[src/rtl/comparator_frame_minmax.sv]
// Streaming frame min/max tracker: running extrema with first-occurrence
// indices and a saturating beat count, emitted as one result beat per frame.
module comparator_32bits (
    input  logic [31:0] i_a,
    input  logic [31:0] i_b,
    output logic        o_lt,
    output logic        o_gt
);
    assign o_lt = i_a < i_b;
    assign o_gt = i_a > i_b;
endmodule

module comparator_frame_minmax #(
    parameter int DATA_W = 32,
    parameter int CNT_W  = 16
) (
    input  logic              i_clk,
    input  logic              i_rst,
    input  logic              i_valid,
    output logic              o_ready,
    input  logic [DATA_W-1:0] i_data,
    input  logic              i_last,
    output logic              o_valid,
    input  logic              i_ready,
    output logic [DATA_W-1:0] o_min,
    output logic [DATA_W-1:0] o_max,
    output logic [CNT_W-1:0]  o_min_idx,
    output logic [CNT_W-1:0]  o_max_idx,
    output logic [CNT_W-1:0]  o_count
);
    typedef enum logic [1:0] {IDLE, ACCUM, HOLD} state_t;

    localparam logic [CNT_W-1:0] CNT_MAX = '1;

    state_t state, state_nxt;
    logic   in_acc, out_acc;
    logic   lt_min, gt_max;
    logic   unused_cmp_min_gt, unused_cmp_max_lt;

    comparator_32bits u_cmp_min (
        .i_a  (i_data),
        .i_b  (o_min),
        .o_lt (lt_min),
        .o_gt (unused_cmp_min_gt)
    );

    comparator_32bits u_cmp_max (
        .i_a  (i_data),
        .i_b  (o_max),
        .o_lt (unused_cmp_max_lt),
        .o_gt (gt_max)
    );

    assign o_ready = (state != HOLD);
    assign o_valid = (state == HOLD);
    assign in_acc  = i_valid & o_ready;
    assign out_acc = o_valid & i_ready;

    always_ff @(posedge i_clk) begin
        if (i_rst) state <= IDLE;
        else       state <= state_nxt;
    end

    always_comb begin
        state_nxt = state;
        unique case (state)
            IDLE:    if (in_acc) state_nxt = i_last ? HOLD : ACCUM;
            ACCUM:   if (in_acc && i_last) state_nxt = HOLD;
            HOLD:    if (out_acc) state_nxt = IDLE;
            default: state_nxt = IDLE;
        endcase
    end

    // Ties never update, so each index keeps the first occurrence
    always_ff @(posedge i_clk) begin
        if (i_rst) begin
            o_min     <= '0;
            o_max     <= '0;
            o_min_idx <= '0;
            o_max_idx <= '0;
            o_count   <= '0;
        end else if (in_acc) begin
            if (state == IDLE) begin
                o_min     <= i_data;
                o_max     <= i_data;
                o_min_idx <= '0;
                o_max_idx <= '0;
                o_count   <= CNT_W'(1);
            end else begin
                if (lt_min) begin
                    o_min     <= i_data;
                    o_min_idx <= o_count;
                end
                if (gt_max) begin
                    o_max     <= i_data;
                    o_max_idx <= o_count;
                end
                if (o_count != CNT_MAX) o_count <= o_count + 1'b1;
            end
        end
    end
endmodule

[config.mk]
export PLATFORM = sky130hd
export DESIGN_NAME = comparator_frame_minmax
export DESIGN_NICKNAME = d
export VERILOG_FILES = /design/src/rtl/comparator_frame_minmax.sv
export SDC_FILE = /design/constraint.sdc
export NUM_CORES = 1
export LEC_CHECK = 0
export ABC_AREA = 1
export CORE_ASPECT_RATIO = 0.6
export CORE_MARGIN = 3
export CORE_UTILIZATION = 35
export CTS_CLUSTER_SIZE = 24
export DETAILED_ROUTE_END_ITERATION = 10
export GPL_TIMING_DRIVEN = 0
export SYNTH_ARGS = -nofsm -noshare
export SYNTH_HDL_FRONTEND = slang
export SYNTH_HIERARCHICAL = 1
export SYNTH_SLANG_ARGS = --single-unit
[constraint.sdc]
create_clock -name i_clk -period 2.16 [get_ports i_clk]
set_input_delay 0.324 -clock i_clk [delete_from_list [all_inputs] [get_ports i_clk]]
set_output_delay 0.324 -clock i_clk [all_outputs]
set_load 0.05 [all_outputs]
; Word level (Yosys, flattened, before mapping)
; Index checks and enable logic that the tools add are counted.
[word_totals]
register_bits = 114
input_bits = 37
output_inout_bits = 114
wordCells = 42
[op_classes]
n_addsub = 1
magnitude_cmp = 2
eq_ne = 7
mux = 15
bitwise = 2
n_reduce_logical = 9
[ops]
columns = operator, count
row1 = $mux 32, 4
row2 = $mux 16, 6
row3 = $gt 32x32->1, 1
row4 = $lt 32x32->1, 1
row5 = $add 16x1->16 const B, 1
row6 = $ne 16x16->1 const B, 1
row7 = $mux 2, 4
row8 = $ne 2x2->1 const B, 3
row9 = $pmux 2 s3, 1
row10 = $reduce_and 2->1, 3
row11 = $reduce_bool 2->1, 3
row12 = $reduce_and 3->1, 1
row13 = $and 1x1->1, 2
row14 = $eq 2x1->1 const B, 1
row15 = $eq 2x2->1 const B, 1
row16 = $logic_not 2->1, 1
row17 = $ne 2x1->1 const B, 1
row18 = $logic_and 1x1->1, 1

; Longest topological paths before layout
[logic_depth]
depth_word = 5
mapped_depth = 19
depth_no_buf = 17

; Hierarchy
; The synthesis kept the hierarchy.
[modules_own_cells]
columns = mod, n_inst, cells_per_inst, area_per_inst_um2, seq_area_each_um2
row1 = comparator_frame_minmax, 1, 655, 4687.0, 2282.2
row2 = comparator_32bits, 2, 140, 869.6, 0.0

; Least setup slack after synthesis
; OpenSTA, ideal clock, no wires.
[synth_timing]
path_kind = register to register
startpoint = reg o_max[15]
endpoint = reg o_max[3]
setup_time_ns = 0.073
t_arrival_ns = 2.241
required_ns = 2.087
path_slack_ns = -0.154
path_stages_with_launch = 13
n_path_buf = 2
synth_period_minus_slack_ns = 2.314
path_cell_list = dfxtp_1 -> inv_1 -> ha_1 -> nand2_2 -> nor3_2 -> nand3_1 -> nor3_1 -> a21oi_1 -> o21ai_2 -> buf_4 -> buf_2 -> nand2_1 -> a21oi_1
[synth_via]
elab_chain_len = 3
[synth_lines]
columns = element, line_no
row1 = from (decl), 26  ; output logic [DATA_W-1:0] o_max,
row2 = from (signal assigned), 85  ; o_max <= i_data;
row3 = from (signal assigned), 95  ; o_max <= i_data;
row4 = $gt 32x32->1, 10  ; assign o_gt = i_a > i_b;
row5 = net gt_max, 37  ; logic lt_min, gt_max;
row6 = $reduce_bool 2->1 (no line), -
row7 = $reduce_and 2->1 (no line), -
; The timed path passes the listed nets, and every way through them passes these cells.
; A chain may end at the register's enable or synchronous reset.

; Worst setup path after layout
[layout_timing]
startpoint = reg o_max[11]
endpoint = reg o_max[16]
; The elaborated chain is that of the path after synthesis.

==> flow_summary.json <==
{
  "status": "complete, but fails checks",
  "violations": "setup timing",
  "p_leak_nw": 4.45,
  "critPathArrivalTime_ns": 2.61,
  "grt_pass1_vias": 6103,
  "num_vias": 6731,
  "worstPathRequired_ns": 2.41,
  "cts_tree": "built",
  "critPathCaptureType": "flop",
  "drtAntennaViolNets": 0,
  "layout.nets": 1238,
  "rsz0062_at_grt": "true",
  "gp_congestion": 0.953,
  "power.total_mw": 7.40,
  "drtPass1Iterations": 8,
  "start_util_pct": 36.6,
  "die_area_um2": 20000,
  "root_buffer": "clkbuf_16",
  "via_per_inst": 4.87,
  "drv_cap": 0,
  "fmax_ghz": 0.424,
  "grt_max_degree": 17,
  "hpwl_um": 16200,
  "startpoint_type": "flop",
  "nFillCells": 1585,
  "num_io_pins": 151,
  "slew_headroom_pct": 39.1,
  "synth.avg_cell_area_um2": 6.89,
  "grt_pass1_wl_um": 34500,
  "regToRegSetupSlack_ns": -0.20,
  "cts_htree_levels": 4,
  "ctsHoldBuffers": 0,
  "worst-setup-path-type": "reg -> reg",
  "crit_slowest_cell": "dfxtp_2",
  "clockPowerShare_pct": 41.0,
  "worstMarginPinSlew_ns": 0.913,
  "insertion_delay_ns": 0.42,
  "wl_per_cell_um": 17.0,
  "finalSetupTns_ns": -9.03,
  "post-route-worst-setup-slack_ns": -0.198,
  "internal_power_mw": 5.01,
  "vdd_ir_drop_max_mv": 0.518,
  "numCtsBuffers": 17,
  "finalHoldViolCount": 0,
  "gr-total-overflow": 0,
  "p_sw_mw": 2.39,
  "clkTransAtPathRegs_ns": 0.06,
  "placementRows": 37,
  "p_seq_share_pct": 31.4,
  "crit_fanout": 10,
  "finalSetupViolCount": 79,
  "final_layout_size_suffix_gt1_share_pct": 32.8,
  "drv_slew": 0,
  "cts_num_sinks": 114,
  "dieHeight_um": 111,
  "pwr-share-comb_pct": 27.6,
  "synth_area_um2": 6400,
  "synthCells": 929,
  "io_buffers": 149,
  "syn_nets": 1031,
  "grt_usage_pct": 21.7,
  "antenna_found_initial": 0,
  "areaGrowthSynthToFinish_pct": 63.6,
  "clock_skew_ns": 0.0122,
  "period_needed_ns": 2.36,
  "power_density_nw_per_um2": 707,
  "max_stage_delay_ns": 0.33,
  "clk_path_buf_depth": 2,
  "core_area_um2": 17500,
  "switching_share_pct": 32.3,
  "period_share_pct": 109,
  "insertedDiodeCount": 0,
  "path_cells": "inv_2 > ha_4 > nand4_1 > nor3_4 > nand3_4 > nor3_4 > a21oi_4 > o21ai_4 > inv_2 > buf_8 > buf_12 > nand2_1 > a21oi_1",
  "drt-initial-drc-count": 394,
  "hold_class": "in -> reg",
  "drc": 0,
  "die_x_um": 181,
  "yosysWarningCount": 6,
  "routed_wl_um": 23400
}
per-layer routing:
layer / global-route usage [%] / vias to the layer above / wire length (um)
li1: - / 3367 / -
met1: 35.3 / 3146 / 12500
met2: 28.5 / 204 / 9260
met3: 5.18 / 14 / 1480
met4: 4.04 / 0 / 155
met5: 0 / - / 0
what timing repair did:
action / CTS / global route
setup buffers: 18 / 13
endpoints found under the setup margin: 92 / 97
pin swaps: 10 / 59
resized for setup: 94 / 261
hold endpoints to repair: 0 / 0
cloned: 4 / 7
power by group through the flow:
stage          clock network [mW]  logic [mW]  registers, mW
2_1_floorplan                   0       0.642           2.71
3_3_place_gp                    0        1.52           2.37
3_5_place_dp                    0        1.53           2.37
4_1_cts                      3.09        1.71           2.32
5_1_grt                      3.18        2.19           2.34
6_report                     3.04        2.04           2.33
final cells by class:
| type | instances | area, um2 | area share (%) |
|---|---|---|---|
| inverter | 116 | 438 | 4.19 |
| buffer | 36 | 370 | 3.54 |
| multi-input combinational | 661 | 4370 | 41.7 |
| clock inverter | 10 | 158 | 1.51 |
| tap | 234 | 293 | 2.80 |
| sequential | 114 | 2360 | 22.5 |
| clock buffer | 21 | 460 | 4.40 |
| timing repair buffer | 190 | 2020 | 19.3 |
worst max-delay path: cells and delay by family, from the launching register on:
kind                       cells  cell delay (ns)
buffers and inverters          4             0.43
and+or+nand+nor                5             0.84
DFF                            1             0.33
adders and majority gates      1             0.27
AOI/OAI and AO/OA              3             0.29
registers in the layout, indices dropped and copies added (netlist names):
| register | cells |
|---|---|
| o_min_idx | 16 |
| state | 2 |
| o_min | 32 |
| o_count | 16 |
| o_max | 32 |
| o_max_idx | 16 |
path summary, 6_finish.rpt:
check	endpoint	cells past startpoint	from
max	o_max[16]	13	o_max[11]
min	o_max[30]	3	i_data[30]
max reg2reg	o_max[16]	13	o_max[11]
min reg2reg	o_max_idx[3]	2	o_max_idx[3]
through the flow:
| step | util (%) | setup slack (ns) | std cells | area [um2] | hold WS (ns) |
|---|---|---|---|---|---|
| floorplan | - | 0.000609 | 929 | 6470 | 0.444 |
| global placement | 47.2 | -0.904 | 1312 | 8260 | 0.457 |
| detailed placement | 47.2 | -0.978 | 1312 | 8260 | 0.459 |
| CTS | 53.5 | -0.153 | 1365 | 9370 | 0.344 |
| global route | 59.8 | -0.328 | 1382 | 10500 | 0.261 |
| finish | 59.8 | -0.198 | 1382 | 10500 | 0.268 |
cells in the final DEF, fill, tap and decap left out, drive strengths merged:
cell	n
nor3	3
nand4	5
clkinv	4
and2	1
o32ai	1
dlygate4sd2	25
or2	1
ha	65
clkinvlp	3
o21ai	18
clkdlybuf4s50	117
dlymetal6s2s	6
nand3b	3
buf	58
dfxtp	114
nand3	36
bufinv	4
inv	115
a21o	2
nor2	87
nand2	309
nor3b	1
o21a	4
clkdlybuf4s15	1
a21oi	125
clkbuf	40
Note: power is estimated with default switching activity, not from simulation.
